`src/rtl/hud_score_if.sv`:
```
// rtl/hud_score_if.sv - game event inputs and frame-synchronous HUD outputs of the score controller
interface hud_score_if;
  logic        frame_start;
  logic        new_game;
  logic        alien_kill;
  logic [1:0]  alien_type;
  logic        player_hit;
  logic [13:0] score_out;
  logic [15:0] score_bcd;
  logic [1:0]  lives_out;
  logic        hud_blank_lives;
  logic        game_over;
  logic        busy;

  modport master (
    output frame_start, new_game, alien_kill, alien_type, player_hit,
    input  score_out, score_bcd, lives_out, hud_blank_lives, game_over, busy
  );

  modport slave (
    input  frame_start, new_game, alien_kill, alien_type, player_hit,
    output score_out, score_bcd, lives_out, hud_blank_lives, game_over, busy
  );
endinterface

```
`src/rtl/hud_score_ctrl.sv`:
```
// rtl/hud_score_ctrl.sv - score, lives, blink and game-over control with tear-free HUD publishing
module hud_score_ctrl #(
  parameter int START_LIVES   = 3,
  parameter int BLINK_FRAMES  = 60,
  parameter int EXTRA_LIFE_AT = 1500
) (
  input  logic        clk,
  input  logic        rst,
  hud_score_if.slave  hud
);
  localparam logic [1:0]  START_L  = 2'(START_LIVES);
  localparam logic [7:0]  BLINK_N  = 8'(BLINK_FRAMES);
  localparam logic [13:0] EXTRA_AT = 14'(EXTRA_LIFE_AT);
  localparam logic [13:0] SCORE_MAX = 14'd9990;

  typedef enum logic [1:0] {ATTRACT, PLAY, HIT, OVER} state_t;

  state_t      state;
  logic [13:0] score_bin;
  logic [15:0] bcd;
  logic [7:0]  pending;
  logic [1:0]  lives;
  logic [7:0]  blink_cnt;
  logic        extra_done;

  logic [13:0] score_out_r;
  logic [15:0] score_bcd_r;
  logic [1:0]  lives_out_r;
  logic        blank_r;

  logic [3:0]  kill_tens;
  logic        credit, drain, add, award, hit;
  logic [8:0]  pend_sum;
  logic [7:0]  pend_next;
  logic [13:0] score_next;
  logic [15:0] bcd_next;
  logic [1:0]  lives_inc, lives_hit;

  always_comb begin
    kill_tens = 4'd1;
    case (hud.alien_type)
      2'd0:    kill_tens = 4'd1;
      2'd1:    kill_tens = 4'd2;
      2'd2:    kill_tens = 4'd3;
      default: kill_tens = 4'd10;
    endcase
  end

  assign credit    = hud.alien_kill && (state == PLAY || state == HIT);
  assign drain     = (pending != 8'd0);
  assign add       = drain && (score_bin < SCORE_MAX);
  assign pend_sum  = {1'b0, pending} + (credit ? {5'd0, kill_tens} : 9'd0) - {8'd0, drain};
  assign pend_next = (pend_sum > 9'd255) ? 8'hFF : pend_sum[7:0];
  assign score_next = add ? score_bin + 14'd10 : score_bin;

  // Only the tens digit ever steps; the ones digit stays 0 and saturation keeps thousands <= 9.
  always_comb begin
    bcd_next = bcd;
    if (add) begin
      if (bcd[7:4] != 4'd9) begin
        bcd_next[7:4] = bcd[7:4] + 4'd1;
      end else begin
        bcd_next[7:4] = 4'd0;
        if (bcd[11:8] != 4'd9) begin
          bcd_next[11:8] = bcd[11:8] + 4'd1;
        end else begin
          bcd_next[11:8]  = 4'd0;
          bcd_next[15:12] = bcd[15:12] + 4'd1;
        end
      end
    end
  end

  assign award     = !extra_done && (score_bin >= EXTRA_AT) && (state != OVER);
  assign lives_inc = (award && lives != 2'd3) ? lives + 2'd1 : lives;
  assign hit       = hud.player_hit && (state == PLAY);
  assign lives_hit = lives_inc - 2'd1;

  always_ff @(posedge clk) begin
    if (rst) begin
      state       <= ATTRACT;
      score_bin   <= '0;
      bcd         <= '0;
      pending     <= '0;
      lives       <= '0;
      blink_cnt   <= '0;
      extra_done  <= 1'b0;
      score_out_r <= '0;
      score_bcd_r <= '0;
      lives_out_r <= '0;
      blank_r     <= 1'b0;
    end else if (hud.new_game) begin
      state      <= PLAY;
      score_bin  <= '0;
      bcd        <= '0;
      pending    <= '0;
      lives      <= START_L;
      blink_cnt  <= '0;
      extra_done <= 1'b0;
    end else begin
      pending   <= pend_next;
      score_bin <= score_next;
      bcd       <= bcd_next;
      lives     <= lives_inc;
      if (award) extra_done <= 1'b1;

      // Publish the values held before this cycle so a frame never shows a half-applied update.
      if (hud.frame_start) begin
        score_out_r <= score_bin;
        score_bcd_r <= bcd;
        lives_out_r <= lives;
        blank_r     <= (state == HIT) && blink_cnt[2];
      end

      case (state)
        PLAY: begin
          if (hit) begin
            lives <= lives_hit;
            if (lives_hit != 2'd0) begin
              state     <= HIT;
              blink_cnt <= BLINK_N;
            end else begin
              state <= OVER;
            end
          end
        end
        HIT: begin
          if (hud.frame_start) begin
            if (blink_cnt <= 8'd1) begin
              blink_cnt <= 8'd0;
              state     <= PLAY;
            end else begin
              blink_cnt <= blink_cnt - 8'd1;
            end
          end
        end
        default: ;
      endcase
    end
  end

  assign hud.score_out       = score_out_r;
  assign hud.score_bcd       = score_bcd_r;
  assign hud.lives_out       = lives_out_r;
  assign hud.hud_blank_lives = blank_r;
  assign hud.game_over       = (state == OVER);
  assign hud.busy            = drain;
endmodule
```
`src/flat_wrapper.sv`:
```
// flat-port wrapper written by rule: the top's interface ports become plain ports
module hud_score_ctrl_flat 
#(
  parameter int START_LIVES   = 3,
  parameter int BLINK_FRAMES  = 60,
  parameter int EXTRA_LIFE_AT = 1500
)
  (clk, rst, hud_frame_start, hud_new_game, hud_alien_kill, hud_alien_type, hud_player_hit, hud_score_out, hud_score_bcd, hud_lives_out, hud_hud_blank_lives, hud_game_over, hud_busy);
  hud_score_if hud_i ();
  input  logic clk;
  input  logic rst;
  input wire logic [$bits(hud_i.frame_start)-1:0] hud_frame_start;
  input wire logic [$bits(hud_i.new_game)-1:0] hud_new_game;
  input wire logic [$bits(hud_i.alien_kill)-1:0] hud_alien_kill;
  input wire logic [$bits(hud_i.alien_type)-1:0] hud_alien_type;
  input wire logic [$bits(hud_i.player_hit)-1:0] hud_player_hit;
  output wire logic [$bits(hud_i.score_out)-1:0] hud_score_out;
  output wire logic [$bits(hud_i.score_bcd)-1:0] hud_score_bcd;
  output wire logic [$bits(hud_i.lives_out)-1:0] hud_lives_out;
  output wire logic [$bits(hud_i.hud_blank_lives)-1:0] hud_hud_blank_lives;
  output wire logic [$bits(hud_i.game_over)-1:0] hud_game_over;
  output wire logic [$bits(hud_i.busy)-1:0] hud_busy;
  assign hud_i.frame_start = hud_frame_start;
  assign hud_i.new_game = hud_new_game;
  assign hud_i.alien_kill = hud_alien_kill;
  assign hud_i.alien_type = hud_alien_type;
  assign hud_i.player_hit = hud_player_hit;
  assign hud_score_out = hud_i.score_out;
  assign hud_score_bcd = hud_i.score_bcd;
  assign hud_lives_out = hud_i.lives_out;
  assign hud_hud_blank_lives = hud_i.hud_blank_lives;
  assign hud_game_over = hud_i.game_over;
  assign hud_busy = hud_i.busy;
  hud_score_ctrl #(.START_LIVES(START_LIVES), .BLINK_FRAMES(BLINK_FRAMES), .EXTRA_LIFE_AT(EXTRA_LIFE_AT)) u_core (.clk(clk), .rst(rst), .hud(hud_i));
endmodule
```
`config.mk`:
```
export PLATFORM = sky130hd
export DESIGN_NAME = hud_score_ctrl_flat
export DESIGN_NICKNAME = d
export VERILOG_FILES = /design/src/rtl/hud_score_if.sv /design/src/rtl/hud_score_ctrl.sv /design/src/flat_wrapper.sv
export SDC_FILE = /design/constraint.sdc
export NUM_CORES = 1
export LEC_CHECK = 0
export ABC_AREA = 1
export CAP_MARGIN = 10
export CORE_MARGIN = 3
export CORE_UTILIZATION = 51
export CTS_CLUSTER_DIAMETER = 30
export DETAILED_ROUTE_END_ITERATION = 16
export PLACE_DENSITY = 0.73
export SETUP_SLACK_MARGIN = 0.15
export SYNTH_ARGS = -nofsm -noshare
export SYNTH_HDL_FRONTEND = slang
export SYNTH_SLANG_ARGS = --single-unit
```
`constraint.sdc`:
```
create_clock -name clk -period 2.7 [get_ports clk]
set_clock_uncertainty 0.15 [all_clocks]
set_input_delay 0.405 -clock clk [delete_from_list [all_inputs] [get_ports clk]]
set_output_delay 0.405 -clock clk [all_outputs]
set_load 0.1 [all_outputs]
```
Word level (Yosys, flattened, before mapping)
Index checks and enable logic that the tools add are counted.
{ "op_classes": {"reduce_logical": 21, "magnitude_cmp": 4, "n_addsub": 9, "eq_ne": 16, "bitwise": 3, "muxes": 20} }
{ "ops": {"columns": ["operator", "count"], "rows": [
  ["$mux 8", 5],
  ["$pmux 8 s2", 1],
  ["$add 14x4->14 const B", 1],
  ["$ge 14x11->1 const B", 1],
  ["$lt 14x14->1 const B", 1],
  ["$mux 2", 7],
  ["$add 4x1->4 const B", 3],
  ["$mux 4", 3],
  ["$pmux 4 s3", 1],
  ["$reduce_and 4->1", 3],
  ["$ne 2x2->1 const B", 5],
  ["$add 8x9->9", 1],
  ["$gt 9x8->1 const B", 1],
  ["$sub 9x1->9", 1],
  ["$le 8x1->1 const B", 1],
  ["$ne 4x4->1 const B", 2],
  ["$reduce_bool 8->1", 1],
  ["$sub 8x1->8 const B", 1],
  ["$logic_and 1x1->1", 7],
  ["$eq 2x2->1 const B", 3],
  ["$ne 3x3->1 const B", 2],
  ["$eq 2x1->1 const B", 2],
  ["$pmux 2 s2", 1],
  ["$reduce_and 2->1", 2],
  ["13 further kinds", 17]
]} }
{ "word_totals": {"word_cells": 87, "regBits": 76, "out_inout_bits": 35} }

Logic depth before layout (Yosys ltp)
{ "logic_depth": {"word_depth": 11, "depth_mapped": 20, "depth_no_buf": 20} }

Worst setup path before layout
OpenSTA, ideal clock, no wires.
{ "synth_path": {"path_kind": "register -> register", "start": "reg u_core.pending[1]", "end": "reg u_core.pending[0]", "path_buffers": 0, "path_slack_ps": -620, "arrival_ps": 3061, "setup_time_ps": 109, "path_stages_with_launch": 17, "t_required_ps": 2441, "cell_sequence": "dfxtp_1 -> nor4_1 -> nand3_2 -> ha_1 -> inv_1 -> ha_1 -> fa_1 -> nand3_1 -> nand2_1 -> nand2_1 -> a21oi_1 -> nand2_1 -> nand3_1 -> nand2_1 -> nand2_1 -> nand2_1 -> inv_1"} }
{ "synth_via": {"elab_chain_cells": 4, "elab_cells_between_ends": 5} }
{ "synth_rtl": {"columns": ["element", "line_no", "source"], "rows": [
  ["start, declared", "hud_score_ctrl.sv:21", "logic [7:0] pending;"],
  ["start signal, assigned", "hud_score_ctrl.sv:101", "pending <= pend_next;"],
  ["$reduce_bool 8->1 (*)", "hud_score_ctrl.sv:50", "assign drain = (pending != 8'd0);"],
  ["named net hud_busy", "flat_wrapper.sv:22", "output wire logic [$bits(hud_i.busy)-1:0] hud_busy;"],
  ["$sub 9x1->9 (*)", "hud_score_ctrl.sv:52", "assign pend_sum = {1'b0, pending} + (credit ? {5'd0, kill_tens} : 9'd0) - {8'd0, drain};"],
  ["$gt 9x8->1", "hud_score_ctrl.sv:53", "assign pend_next = (pend_sum > 9'd255) ? 8'hFF : pend_sum[7:0];"],
  ["$mux 8 (*)", "hud_score_ctrl.sv:53", null]
]} }
The timed path passes the listed nets; every way through them passes the cells marked *.
A chain may end at the register's enable or synchronous reset.

Worst setup path after layout
{ "layout_path": {"start": "reg u_core.pending[1]", "end": "reg u_core.pending[3]"} }
{ "layout_via": {"elab_chain_cells": 4, "elab_cells_between_ends": 5} }
{ "layout_rtl": {"columns": ["element", "line_no"], "rows": [
  ["$add 8x9->9 / $reduce_bool 8->1 (equally long branches)", "hud_score_ctrl.sv:52, hud_score_ctrl.sv:50"],
  ["$sub 9x1->9 (*)", "hud_score_ctrl.sv:52"],
  ["$gt 9x8->1", "hud_score_ctrl.sv:53"],
  ["$mux 8 (*)", "hud_score_ctrl.sv:53"]
]} }
Mark *: on every way between the ends. The rest lies on a longest branch, timed or not.

==> impl_metrics.toml <==
[grt]
grt_pass1_wl_mm = 14.99
overflow = 0
first_global_vias = 3331
grt_use_met2_pct = 36.21
antenna_found_initial = 0
grt_use_met3_pct = 5.390
grt_util_met1_pct = 26.59
grt_max_degree = 30
grt_use_total_pct = 21.28
top_usage_layer = "met2"

[yosys]
synth_adder_area_share_pct = 8.205
seq_area_frac_synth_pct = 37.95
syn_area_um2 = 3904
syn_inst = 541
synth_edf_count = 0
synthMuxAreaShare_pct = 0
synth_area_leader_cell = "dfxtp_1"
synth_area_leaders = "dfxtp_1, nand2_1, ha_1"
ys_ff_latch = 74
synth_flop_cell = "dfxtp_1"
yosysWarnings = 0
synth_top_family_by_area = "simple AND/OR/NAND/NOR gates"
yosys.area_share.simple_pct = 25.19
synth.distinct_cells = 38
synth-async-reset-ratio_pct = 0
yosys.area.top_type_share_pct = 37.95
synth-xor-area-share_pct = 3.590
avgSynthCellArea_um2 = 7.216
synth-compound-area-share_pct = 14.84

[sta]
slew-limit-headroom_pct = 63.14
hold_viol_final = 0
tightest_slew_ns = 0.5523
fmax_ghz = 0.3888
fin_ws_ns = 0.1281
fin_crit_sh_pct = 95.26
rsz0062_at_grt = "yes"
setup_viol = 0
fin_crit_ns = 2.572
tns_ns = 0
drv_slew = 0

[cells_and_area]
layout_commonest_cell = "nand2_1"
area_delta_synth_final_pct = 24.07
fin_cells = 701
layout-drive-gt1-share_pct = 21.76
final_util_pct = 66.07
fin_nets = 630
antennaDiodeCount = 0
layout_common_cells = "nand2_1, dfxtp_1, nor2_1, inv_1, buf_4"

[worst_setup_path]
critPathBufInv = 2
endpoint_kind = "register"
cp_slowest_cell = "fa_2"
slowest_delay_ns = 0.36
worstPathCellList = "nor4_4 > nand3_4 > ha_4 > inv_2 > ha_4 > fa_2 > nand3_2 > nand2_2 > nand2_2 > a21oi_2 > nand2_2 > nand3_2 > nand2_4 > nand2_1 > nand2_1 > inv_1"
cp_max_fo = 8
cpLargestDelayFamily = "simple AND/OR/NAND/NOR gates"
cp_common_cell = "nand2_2"
crit_required_ns = 2.80
path_class = "register to register"
crit_path_start_kind = "register"
arrival_ns = 2.67

[clock_tree]
cts_root_buffer = "clkbuf_8"
cts_sinks = 74
path_clk_slew_ns = 0.08
cts_tree = "done"
clock_path_buffers = 2
h-tree-depth = 3
hold_buffers = 0
numCtsBuffers = 9
worstSkewPairLatency_ns = 0.35

[pwr]
ir_drop_mv = 0.3952
power.density_nw_per_um2 = 746.8
power_mw = 3.617
p_leak_nw = 2.137

[floorplan]
dieArea_um2 = 8740
start_util_pct = 53.25
core-area_um2 = 7331
die_x_um = 93.49
io-pin-count = 43
rows = 31
die_y_um = 93.49

[placed_design]
post-place-cells = 680
dp_hpwl_mm = 6.228
gp_congestion = 0.8131
dp_slack_ns = -0.1131
portBuffers = 37

[detailed_routing]
drt_iter0_markers = 161
avgRoutedWirePerCell_um = 12.69
first_pass_iters = 5
finalWirelength_mm = 8.897
drc = 0
ant_nets = 0
via_per_inst = 5.068
num_vias = 3553

[outcome]
outcome = "finished clean"

[flow_run]
maxCapViolCount = 0

[hold_path]
holdCritPathClass = "register to register"
-- final timing paths --
path / startpoint / to / slack (ns) / depth (start not counted)
worst min-delay path: u_core.bcd[7] / u_core.bcd[7] / 0.33 / 2
worst max-delay path: u_core.pending[1] / u_core.pending[3] / 0.13 / 16
worst min register to register: u_core.bcd[7] / u_core.bcd[7] / 0.33 / 2
worst max register to register: u_core.pending[1] / u_core.pending[3] / 0.13 / 16
-- power breakdown --
group / internal (mW) / switching (mW)
clock: 0.547 / 0.419
sequential: 1.17 / 0.0587
combinational: 0.521 / 0.902
total: 2.24 / 1.38
-- area by class of cell --
cell class                 count  area, µm²
multi-input combinational    381       2242
inverter                      68      267.8
fill                         602       2487
sequential                    74       1491
clock inverter                 6      90.09
tap                           99      123.9
clock buffer                  10      137.6
timing repair buffer          63      490.5
-- worst reg2reg max path: cells and delay by family (launching register included) --
kind,cells,cell delay [ns]
adder cells (fa/ha/maj),3,0.79
flip-flops,1,0.34
AND/OR/NAND/NOR,10,1.07
AO/OA/AOI/OAI,1,0.07
buffers and inverters,2,0.08
-- registers in the layout, summed over array words and instances, names as in the netlist --
register / cells
u_core.pending: 8
u_core.bcd: 12
u_core.hud.score_out: 13
u_core.lives: 2
u_core.hud.score_bcd: 12
u_core.score_bin: 13
u_core.state: 2
u_core.blink_cnt: 8
u_core.extra_done: 1
u_core.hud.hud_blank_lives: 1
u_core.hud.lives_out: 2
-- what timing repair did --
| item | CTS | global route |
|---|---|---|
| endpoints found under the setup margin | 12 | 16 |
| buffers inserted | 2 | 3 |
| resized for setup | 15 | 27 |
| endpoints found under the hold margin | 0 | 0 |
| pin swaps | 12 | 10 |
-- cells in the mapped netlist, types with 2 or more instances --
cell      number
xor2_1         9
nor3_1         5
o21ai_0       38
buf_2          2
xnor2_1        7
clkbuf_1      10
buf_4          5
nand2_1      107
ha_1          24
nand3_1       30
buf_6          4
nand3_2        3
nor4_1         2
inv_1         67
a221oi_1       3
nor2_2         2
nand2_2        4
a21oi_1       52
nand4_1        8
dfxtp_1       74
nor2_1        68
-- metal layers --
layer | wire [µm] | part of all wire [%]
met1 | 4118 | 46
met2 | 4339 | 49
met3 | 323 | 3.6
met4 | 116 | 1.3
met5 | 0 | 0
-- metrics by stage --
stage	hold slack, ns	instance area, µm²
floorplan	0.2874	3986
global placement	0.3027	4431
detailed placement	0.3141	4431
CTS	0.3270	4737
global route	0.3629	4843
finish	0.3279	4843
-- kinds of logic after synthesis --
family	Yosys count
AO/OA/AOI/OAI	104
flip-flops	74
XOR/XNOR	16
other	1
AND/OR/NAND/NOR	231
adder cells (fa/ha/maj)	25
buffers and inverters	90
Note: power is estimated with default switching activity, not from simulation.
